## src/rtl/btb_ctrl.sv

```systemverilog
// Direct-mapped branch target buffer. One array port is shared between fetch
// lookups and a queued read-modify-write updater fed by resolved branches.
module btb_ctrl #(
    parameter int unsigned ENTRIES = 32,
    parameter int unsigned QDEPTH  = 2
) (
    input  logic        clk,
    input  logic        resetn,
    input  logic        if_valid,
    input  logic [31:0] if_pc,
    output logic        pred_taken,
    output logic [31:0] predicted_PC,
    output logic        stallbp,
    input  logic        res_valid,
    output logic        res_ready,
    input  logic [31:0] res_pc,
    input  logic [31:0] res_target,
    input  logic        res_taken,
    input  logic        res_pred_taken,
    input  logic [31:0] res_pred_target,
    output logic        flushbp,
    output logic [31:0] correct_PC,
    output logic [15:0] mispred_cnt
);
    localparam int unsigned IDXW = $clog2(ENTRIES);
    localparam int unsigned TAGW = 30 - IDXW;
    localparam int unsigned CNTW = $clog2(QDEPTH + 1);
    localparam int unsigned PTRW = (QDEPTH > 1) ? $clog2(QDEPTH) : 1;

    typedef struct packed {
        logic [31:0] pc;
        logic [31:0] target;
        logic        taken;
    } upd_t;

    typedef enum logic [1:0] {
        IDLE = 2'd0,
        RD   = 2'd1,
        WR   = 2'd2
    } upd_state_t;

    logic            ent_v   [ENTRIES];
    logic [TAGW-1:0] ent_tag [ENTRIES];
    logic [31:0]     ent_tgt [ENTRIES];
    logic [1:0]      ent_ctr [ENTRIES];

    upd_t            fifo_q [QDEPTH];
    logic [PTRW-1:0] wr_ptr_q;
    logic [PTRW-1:0] rd_ptr_q;
    logic [CNTW-1:0] count_q;

    upd_state_t      state_q;
    logic            upd_hit_q;
    logic [1:0]      upd_ctr_q;

    logic            full_c;
    logic            lookup_gnt_c;
    logic            upd_gnt_c;
    upd_t            head_c;
    logic [IDXW-1:0] head_idx_c;
    logic [TAGW-1:0] head_tag_c;
    logic [IDXW-1:0] if_idx_c;
    logic [TAGW-1:0] if_tag_c;
    logic [IDXW-1:0] port_idx_c;
    logic            port_hit_c;
    logic [1:0]      port_ctr_c;
    logic [31:0]     port_tgt_c;
    logic            rd_fire_c;
    logic            wr_fire_c;
    logic            deq_c;
    logic            enq_c;
    logic            mispred_c;
    logic [1:0]      ctr_nxt_c;
    logic            unused_bits_c;

    function automatic logic [PTRW-1:0] ptr_inc(input logic [PTRW-1:0] p);
        return (p == PTRW'(QDEPTH - 1)) ? '0 : p + PTRW'(1);
    endfunction

    assign unused_bits_c = ^{if_pc[1:0], head_c.pc[1:0]};

    // Port arbitration: lookups own the port unless the queue is full.
    always_comb begin
        full_c       = (count_q == CNTW'(QDEPTH));
        lookup_gnt_c = if_valid & ~full_c;
        upd_gnt_c    = ~lookup_gnt_c;
        head_c       = fifo_q[rd_ptr_q];
        head_idx_c   = head_c.pc[IDXW+1:2];
        head_tag_c   = head_c.pc[31:IDXW+2];
        if_idx_c     = if_pc[IDXW+1:2];
        if_tag_c     = if_pc[31:IDXW+2];
        port_idx_c   = lookup_gnt_c ? if_idx_c : head_idx_c;
        port_hit_c   = ent_v[port_idx_c] &&
                       (ent_tag[port_idx_c] == (lookup_gnt_c ? if_tag_c : head_tag_c));
        port_ctr_c   = ent_ctr[port_idx_c];
        port_tgt_c   = ent_tgt[port_idx_c];
    end

    always_comb begin
        pred_taken   = lookup_gnt_c & port_hit_c & port_ctr_c[1];
        predicted_PC = pred_taken ? port_tgt_c : if_pc + 32'd4;
        stallbp      = if_valid & full_c;
    end

    // Dequeue happens on a granted WR, or on a granted RD that needs no write.
    always_comb begin
        rd_fire_c = (state_q == RD) & upd_gnt_c;
        wr_fire_c = (state_q == WR) & upd_gnt_c;
        deq_c     = wr_fire_c | (rd_fire_c & ~port_hit_c & ~head_c.taken);
        res_ready = ~full_c | deq_c;
        enq_c     = res_valid & res_ready;
        mispred_c = (res_taken != res_pred_taken) |
                    (res_taken & (res_target != res_pred_target));
    end

    always_comb begin
        ctr_nxt_c = upd_ctr_q;
        if (head_c.taken) begin
            if (upd_ctr_q != 2'b11) ctr_nxt_c = upd_ctr_q + 2'd1;
        end else begin
            if (upd_ctr_q != 2'b00) ctr_nxt_c = upd_ctr_q - 2'd1;
        end
    end

    always_ff @(posedge clk) begin
        if (!resetn) begin
            state_q   <= IDLE;
            upd_hit_q <= 1'b0;
            upd_ctr_q <= 2'b01;
        end else begin
            case (state_q)
                IDLE: if (count_q != '0) state_q <= RD;
                RD: if (upd_gnt_c) begin
                    upd_hit_q <= port_hit_c;
                    upd_ctr_q <= port_ctr_c;
                    state_q   <= (port_hit_c | head_c.taken) ? WR : IDLE;
                end
                WR: if (upd_gnt_c) state_q <= IDLE;
                default: state_q <= IDLE;
            endcase
        end
    end

    always_ff @(posedge clk) begin
        if (!resetn) begin
            for (int unsigned i = 0; i < ENTRIES; i++) begin
                ent_v[i]   <= 1'b0;
                ent_ctr[i] <= 2'b01;
            end
        end else if (wr_fire_c) begin
            ent_v[head_idx_c]   <= 1'b1;
            ent_ctr[head_idx_c] <= upd_hit_q ? ctr_nxt_c : 2'b10;
        end
    end

    // Tag/target carry no reset; the reset gate keeps a reset cycle write-free.
    always_ff @(posedge clk) begin
        if (resetn && wr_fire_c) begin
            if (!upd_hit_q) ent_tag[head_idx_c] <= head_tag_c;
            if (!upd_hit_q || head_c.taken) ent_tgt[head_idx_c] <= head_c.target;
        end
    end

    always_ff @(posedge clk) begin
        if (!resetn) begin
            wr_ptr_q <= '0;
            rd_ptr_q <= '0;
            count_q  <= '0;
        end else begin
            if (enq_c) wr_ptr_q <= ptr_inc(wr_ptr_q);
            if (deq_c) rd_ptr_q <= ptr_inc(rd_ptr_q);
            if (enq_c && !deq_c) count_q <= count_q + CNTW'(1);
            else if (deq_c && !enq_c) count_q <= count_q - CNTW'(1);
        end
    end

    // When full, the enqueue slot equals the head being retired this cycle.
    always_ff @(posedge clk) begin
        if (enq_c) fifo_q[wr_ptr_q] <= '{pc: res_pc, target: res_target, taken: res_taken};
    end

    always_ff @(posedge clk) begin
        if (!resetn) begin
            flushbp     <= 1'b0;
            correct_PC  <= 32'd0;
            mispred_cnt <= 16'd0;
        end else begin
            flushbp <= enq_c & mispred_c;
            if (enq_c && mispred_c) begin
                correct_PC <= res_taken ? res_target : res_pc + 32'd4;
                if (mispred_cnt != 16'hFFFF) mispred_cnt <= mispred_cnt + 16'd1;
            end
        end
    end

endmodule
```

## config.mk

```make
export PLATFORM = sky130hd
export DESIGN_NAME = btb_ctrl
export DESIGN_NICKNAME = d
export VERILOG_FILES = /design/src/rtl/btb_ctrl.sv
export SDC_FILE = /design/constraint.sdc
export NUM_CORES = 2
export LEC_CHECK = 0
export ABC_CLOCK_PERIOD_IN_PS = 9900
export CAP_MARGIN = 15
export CORE_ASPECT_RATIO = 0.5
export CORE_MARGIN = 1.5
export CORE_UTILIZATION = 45
export DETAILED_ROUTE_END_ITERATION = 7
export SETUP_SLACK_MARGIN = 0.05
export SLEW_MARGIN = 20
export SYNTH_ARGS = -nofsm -noshare
export SYNTH_HDL_FRONTEND = slang
export SYNTH_SLANG_ARGS = --single-unit
```

## constraint.sdc

```tcl
create_clock -name clk -period 9.9 [get_ports clk]
set_input_delay 1.485 -clock clk [delete_from_list [all_inputs] [get_ports clk]]
set_output_delay 1.485 -clock clk [all_outputs]
set_load 0.02 [all_outputs]
```

Yosys cells after proc, flatten, opt, wreduce, memory -nomap -nowiden --
Memories as Yosys holds them, arrays and structs flattened. A register that Yosys moved wholly into a read port is not among the register bits. Index checks and enable logic that the tools add are counted. W data, S select, Z words.
Cells by class: $add $sub $neg 9, equal/unequal tests 11, bitwise logic cells 19, multiplexer cells 37, reduce and logical (&&, ||, !) cells 18
Operator list (count):
- $add A32 B3 Y32 const B | 2
- $mux W32 | 2
- $ne A32 B32 Y1 | 1
- $eq A25 B25 Y1 | 1
- $mux W25 | 1
- $mux W2 | 11
- $mux W1 | 19
- $add A16 B1 Y16 const B | 1
- $ne A16 B16 Y1 const B | 1
- $mux W5 | 3
- $and A1 B1 Y1 | 11
- $ne A2 B2 Y1 const B | 4
- $pmux W2 S3 | 1
- $reduce_bool A2 Y1 | 3
- $logic_and A1 B1 Y1 | 5
- $add A2 B1 Y2 const B | 2
- $eq A2 B2 Y1 const B | 2
- $not A1 Y1 | 4
- $or A1 B1 Y1 | 4
- $reduce_and A2 Y1 | 2
- $sub A2 B1 Y2 const B | 2
- $logic_not A1 Y1 | 3
- $reduce_and A3 Y1 | 1
- $add A1 B1 Y1 const B | 2
- other kinds (6) | 6
Storage, ports and cells: bits in writable memories 2050, logic and storage cells 108, memories 5, bits of input ports 134, output and inout bits 84, flip-flop bits (word level) 58
Memories:
- ent_tgt | words 32, width 32, rd ports 1, clocked after Yosys merged registers in 0, wr ports 1, RTL line 44 | logic [31:0] ent_tgt [ENTRIES];
- ent_tag | words 32, width 25, rd ports 1, clocked after Yosys merged registers in 0, wr ports 1, RTL line 43 | logic [TAGW-1:0] ent_tag [ENTRIES];
- fifo_q | words 2, width 65, rd ports 1, clocked after Yosys merged registers in 1, wr ports 1, RTL line 47 | upd_t fifo_q [QDEPTH];
- ent_ctr | words 32, width 2, rd ports 1, clocked after Yosys merged registers in 0, wr ports 32, RTL line 45 | logic [1:0] ent_ctr [ENTRIES];
- ent_v | words 32, width 1, rd ports 1, clocked after Yosys merged registers in 0, wr ports 32, RTL line 42 | logic ent_v [ENTRIES];

Logic depth before layout (Yosys ltp) --
An unclocked memory read counts as a cell.
depth in word-level cells 17, gate-level depth with buffers 22, mapped depth without buffers 17

Least setup slack after synthesis --
No wires, ideal clock.
path kind input port to flip-flop, from in if_valid, to mem fifo_q[1][0] (netlist name) (enable), required time 9407 ps, library setup time 493 ps, arrival 6948 ps, slack 2459 ps, path buffers 4, cell stages on the path 17, cells stage by stage buf_4 inv_2 buf_2 nor2_1 buf_2 a2bb2oi_1 clkbuf_1 nor2_1 nand3_1 nand2_1 o31a_1 xor2_1 nor4b_1 and4_1 a21oi_4 nor2_1 nor2b_1
On the way: word-level cells in the longest chain between the ends 13, elaborated cells between the ends (all ways) 18, those cells by class 1 x eq/ne; 4 x mux; 10 x bitwise; 1 x reduce/logical; 2 x memory
RTL lines:
- start: declaration | RTL line 9 | input logic if_valid,
- $and A1 B1 Y1 (*) | RTL line 85 | lookup_gnt_c = if_valid & ~full_c;
- $mux W5 | RTL line 92 | port_idx_c = lookup_gnt_c ? if_idx_c : head_idx_c;
- $mem_v2 Z32 W25
- $eq A25 B25 Y1 | RTL line 94 | (ent_tag[port_idx_c] == (lookup_gnt_c ? if_tag_c : head_tag_c));
- $logic_and A1 B1 Y1 | RTL line 93 | port_hit_c = ent_v[port_idx_c] &&
- $not A1 Y1 | RTL line 109 | deq_c = wr_fire_c | (rd_fire_c & ~port_hit_c & ~head_c.taken);
- $and A1 B1 Y1 (2 in series) | RTL line 109
- $or A1 B1 Y1 (*) | RTL line 109
- $or A1 B1 Y1 (*) | RTL line 110 | res_ready = ~full_c | deq_c;
- $and A1 B1 Y1 (*) | RTL line 111 | enq_c = res_valid & res_ready;
- $mux W1 (*) | RTL line 179 | if (enq_c) fifo_q[wr_ptr_q] <= '{pc: res_pc, target: res_target, taken: res_taken};
- $mux W1 (implied by the code) (*) | RTL line 179
- end: declaration | RTL line 47
Mark *: on every way between the ends. The rest lies on a longest branch, timed or not.

Worst setup path in the final report --
from in if_pc[4], to out predicted_PC[11]
On the way: word-level cells in the longest chain between the ends 7, elaborated cells between the ends (all ways) 11, those cells by class 1 x add/sub; 1 x eq/ne; 2 x mux; 2 x bitwise; 1 x reduce/logical; 4 x memory
RTL lines:
- start: declaration | RTL line 10 | input logic [31:0] if_pc,
- $mux W5 | RTL line 92
- $mem_v2 Z32 W25
- $eq A25 B25 Y1 | RTL line 94
- $logic_and A1 B1 Y1 | RTL line 93
- $and A1 B1 Y1 (2 in series) | RTL line 100 | pred_taken = lookup_gnt_c & port_hit_c & port_ctr_c[1];
- $mux W32 (*) | RTL line 101 | predicted_PC = pred_taken ? port_tgt_c : if_pc + 32'd4;
- end: declaration | RTL line 12 | output logic [31:0] predicted_PC,
Marked as above.

==> summary.txt <==
Min path
  – HP Start: ent_v[19]
  – Hold path depth: 2
  – Hold Path Class: flop to flop
  – WHS Endpoint: ent_v[19]

Yosys
  – Post-synth cell types: 94
  – Synth Net Count: 6665
  – Ys Warns: 0
  – Synth area leaders: edfxtp_1 70%, nand2_1 6.5%, nand3_1 3.7%, dfxtp_1 2.1%, mux2i_1 1.9%
  – Asr flop ratio synth: 0
  – Cells after synthesis: 6527
  – Sequential-to-total area share from yosys stat: 0.720
  – Area leader, netlist: edfxtp_1
  – Yosys reg bits: 2105
  – Number of flops mapped to enable cells by yosys: 2014
  – Synthesized area: 86600 um2
  – Top cell type's share of synthesized area: 0.699
  – Syn Area/Cell: 13.3 um2
  – Main synth FF type: edfxtp_1

Clock tree
  – Post-CTS Setup Bufs: 0
  – CTS buffer count: 197
  – CTS tree: built
  – Cts-stage hold buffer count: 0
  – Root Buffer: clkbuf_16
  – Post-CTS Resized: 0
  – Clk sinks: 2105
  – Clock Path Buffers: 4
  – Clk Latency, worst-skew pair: 0.88 ns
  – Reg clk slew, reported paths: 0.06 ns
  – Htree depth: 4

Timing
  – Final hold vios: 0
  – Final slew viol count: 0
  – Worst hold slack: 0.442 ns
  – Crit share post-route: 0.934
  – RSZ-0062 raised after global routing: false
  – Final setup fails: 0
  – TNS Setup: 0 ns
  – Setup WS post-layout: 0.656 ns
  – Fmax: 0.108 GHz
  – Minimum clock period: 9.24 ns
  – Setup Skew: 0.0631 ns
  – Slew HR: 0.257
  – Worst-margin pin slew: 1.12 ns

Global route
  – Largest net degree at the start of global routing: 161
  – Global route total overflow: 0
  – GRT Resource Usage Total: 0.290
  – First-pass GRT wire length: 406000 um
  – Vias in the first global route: 55000
  – Initial antenna violation count: 13

Critical path
  – WP data required: 8.42 ns
  – Buf/Inv on CP: 4
  – Crit path cell chain: clkdlybuf4s50_1 -> and2_1 -> nand2_1 -> nand2_2 -> buf_4 -> mux4_2 -> a2bb2oi_1 -> a211oi_1 -> o31a_1 -> xor2_1 -> nor4b_1 -> and4_1 -> nand2_1 -> nor2_4 -> buf_12 -> nor2_1 -> a21oi_1 -> clkdlybuf4s50_1
  – Worst reg2reg path depth: 15
  – R2R Setup Slk: 3.09 ns
  – Arr. time, crit path: 7.76 ns
  – Family with the most delay on the worst path: simple AND/OR/NAND/NOR gates
  – Critical path class: input port to output port
  – Worst r2r dst: fifo_q[1][1]
  – Setup crit start kind: input port
  – Setup crit end kind: output port
  – CP peak stage delay: 0.72 ns
  – CP max FO: 59
  – Worst path slowest cell: clkdlybuf4s50_1

Run status
  – Status: finished with violations
  – Failing checks: design-rule violations

Placed design
  – DP Area: 92100 um2
  – PortBufs: 217
  – DP Cell Count: 9011
  – Pre-CTS setup slack: 0.922 ns
  – RD Place Congestion: 0.913
  – Detailed Place HPWL: 162000 um

Layout
  – Layout cell share with drive strength beyond 1: 0.0973
  – Final std cells w/o fill: 9373
  – Layout area overhead: 13.6%
  – Final #Nets: 6818
  – Fin util: 0.516
  – Final Cell Area: 98300 um2
  – Commonest non-fill, non-tap cell in the layout: edfxtp_1
  – Most frequent cells in the layout: 2014 x edfxtp_1, 1490 x nand2_1, 645 x nand3_1

Power
  – Pint: 16.2 mW
  – Switching share of power: 0.316
  – Gate power share: 0.238
  – Leak pwr: 33.1 nW
  – Power Density: 242 nW/um2
  – Peak VDD IR: 0.159 mV
  – Overall power: 23.7 mW
  – Clock power frac: 0.315
  – Psw: 7.52 mW
  – Reg power frac: 0.447

Routing
  – DR vias: 59000
  – 1st-iter DRT viols: 7875
  – Vias per cell: 6.29
  – Routed Antenna Nets: 0
  – Final WL: 289000 um
  – DRC Markers: 1
  – DR WL/cell: 30.9 um
  – DRT Pass-1 Iters: 8

Floorplanning
  – Row cnt: 113
  – Io pins: 218
  – Die H: 313 um
  – Initial Util: 0.455
  – Core area: 190000 um2
  – Die area: 195000 um2
  – Die Wd: 623 um

Run
  – Max_cap viols: 0
==> synthesized netlist by cell type, types with 60 or more instances <==
cell,instances
a211oi_1,103
a21oi_1,149
a311oi_1,182
a31oi_1,81
and3_1,192
buf_2,85
clkbuf_1,298
dfxtp_1,91
edfxtp_1,2014
mux2_2,62
mux2i_1,162
nand2_1,1495
nand3_1,645
nor2_1,215
o21ai_0,73
xor2_1,60
==> cell type report <==
class	instances	area, um2
Clock buffer	235	5160
Sequential cell	2105	62300
Tap cell	2530	3170
Multi-Input combinational cell	3954	22800
Clock inverter	117	1030
Timing Repair Buffer	399	3740
Inverter	23	86.3
Fill cell	15800	92100
Antenna cell	10	25.0
==> how the worst max path moves through the flow <==
stage	start	end	slack, ns	cells after the start
2_1_floorplan	if_valid	fifo_q[1][0]	2.46	17
3_3_place_gp	if_pc[4]	predicted_PC[6]	0.88	18
3_5_place_dp	if_pc[4]	predicted_PC[11]	0.92	18
4_1_cts	if_pc[4]	predicted_PC[11]	0.92	18
5_1_grt	if_pc[4]	predicted_PC[25]	0.52	18
6_report	if_pc[4]	predicted_PC[11]	0.66	18
==> per-layer routing <==
layer  vias up  GRT usage  share of wire
met3       623     0.0531          0.098
met4        10      0.126          0.047
li1      24900          -              -
met1     30000      0.407           0.40
met5         -          0        0.00023
met2      3387      0.445           0.45
==> kinds of logic (layout without fill, tap and decap cells) <==
family	count (synthesis)	count (layout)	synth area share
DFF	2105	2105	0.720
and+or+nand+nor	2712	2712	0.139
AOI/OAI and AO/OA	874	874	0.0731
other	0	10	0
xor gates and xnor gates	116	116	0.0117
adders and majority gates	5	5	0.000694
buffers and inverters	468	774	0.0235
muxes	247	247	0.0327
==> worst register-to-register path, cell delays in order (launching register included) <==
cell,delay (ns)
dfxtp_4,0.75
mux2i_1,0.56
a21o_1,0.52
nand2_2,0.56
buf_4,0.39
mux4_2,0.32
and3_1,0.19
nor4_1,0.67
a31o_2,0.20
a2111o_1,0.13
nor4b_1,0.06
and4_1,0.27
a21oi_4,0.40
nor2_1,0.22
nor2b_4,0.85
buf_12,0.35
==> state kept, by name (all words and copies together), names as in the netlist, named ones only <==
| signal | cells |
|---|---|
| ent_tgt | 1024 |
| ent_tag | 800 |
| fifo_q | 126 |
| ent_ctr | 64 |
| correct_PC | 32 |
| ent_v | 32 |
| mispred_cnt | 16 |
| count_q | 2 |
| state_q | 2 |
| upd_ctr_q | 2 |
| flushbp | 1 |
| rd_ptr_q | 1 |
| upd_hit_q | 1 |
| wr_ptr_q | 1 |
==> power groups by stage <==
| stage | combinational, mW | clock [mW] | sequential (mW) |
|---|---|---|---|
| final | 5.65 | 7.49 | 10.6 |
| after global routing | 5.95 | 7.89 | 10.6 |
| after CTS | 5.55 | 7.56 | 10.6 |
| after detailed placement | 5.53 | 0 | 10.8 |
| after global placement | 5.43 | 0 | 10.8 |
| after floorplan | 3.35 | 0 | 10.8 |
Power figures use the tool's default switching activity.
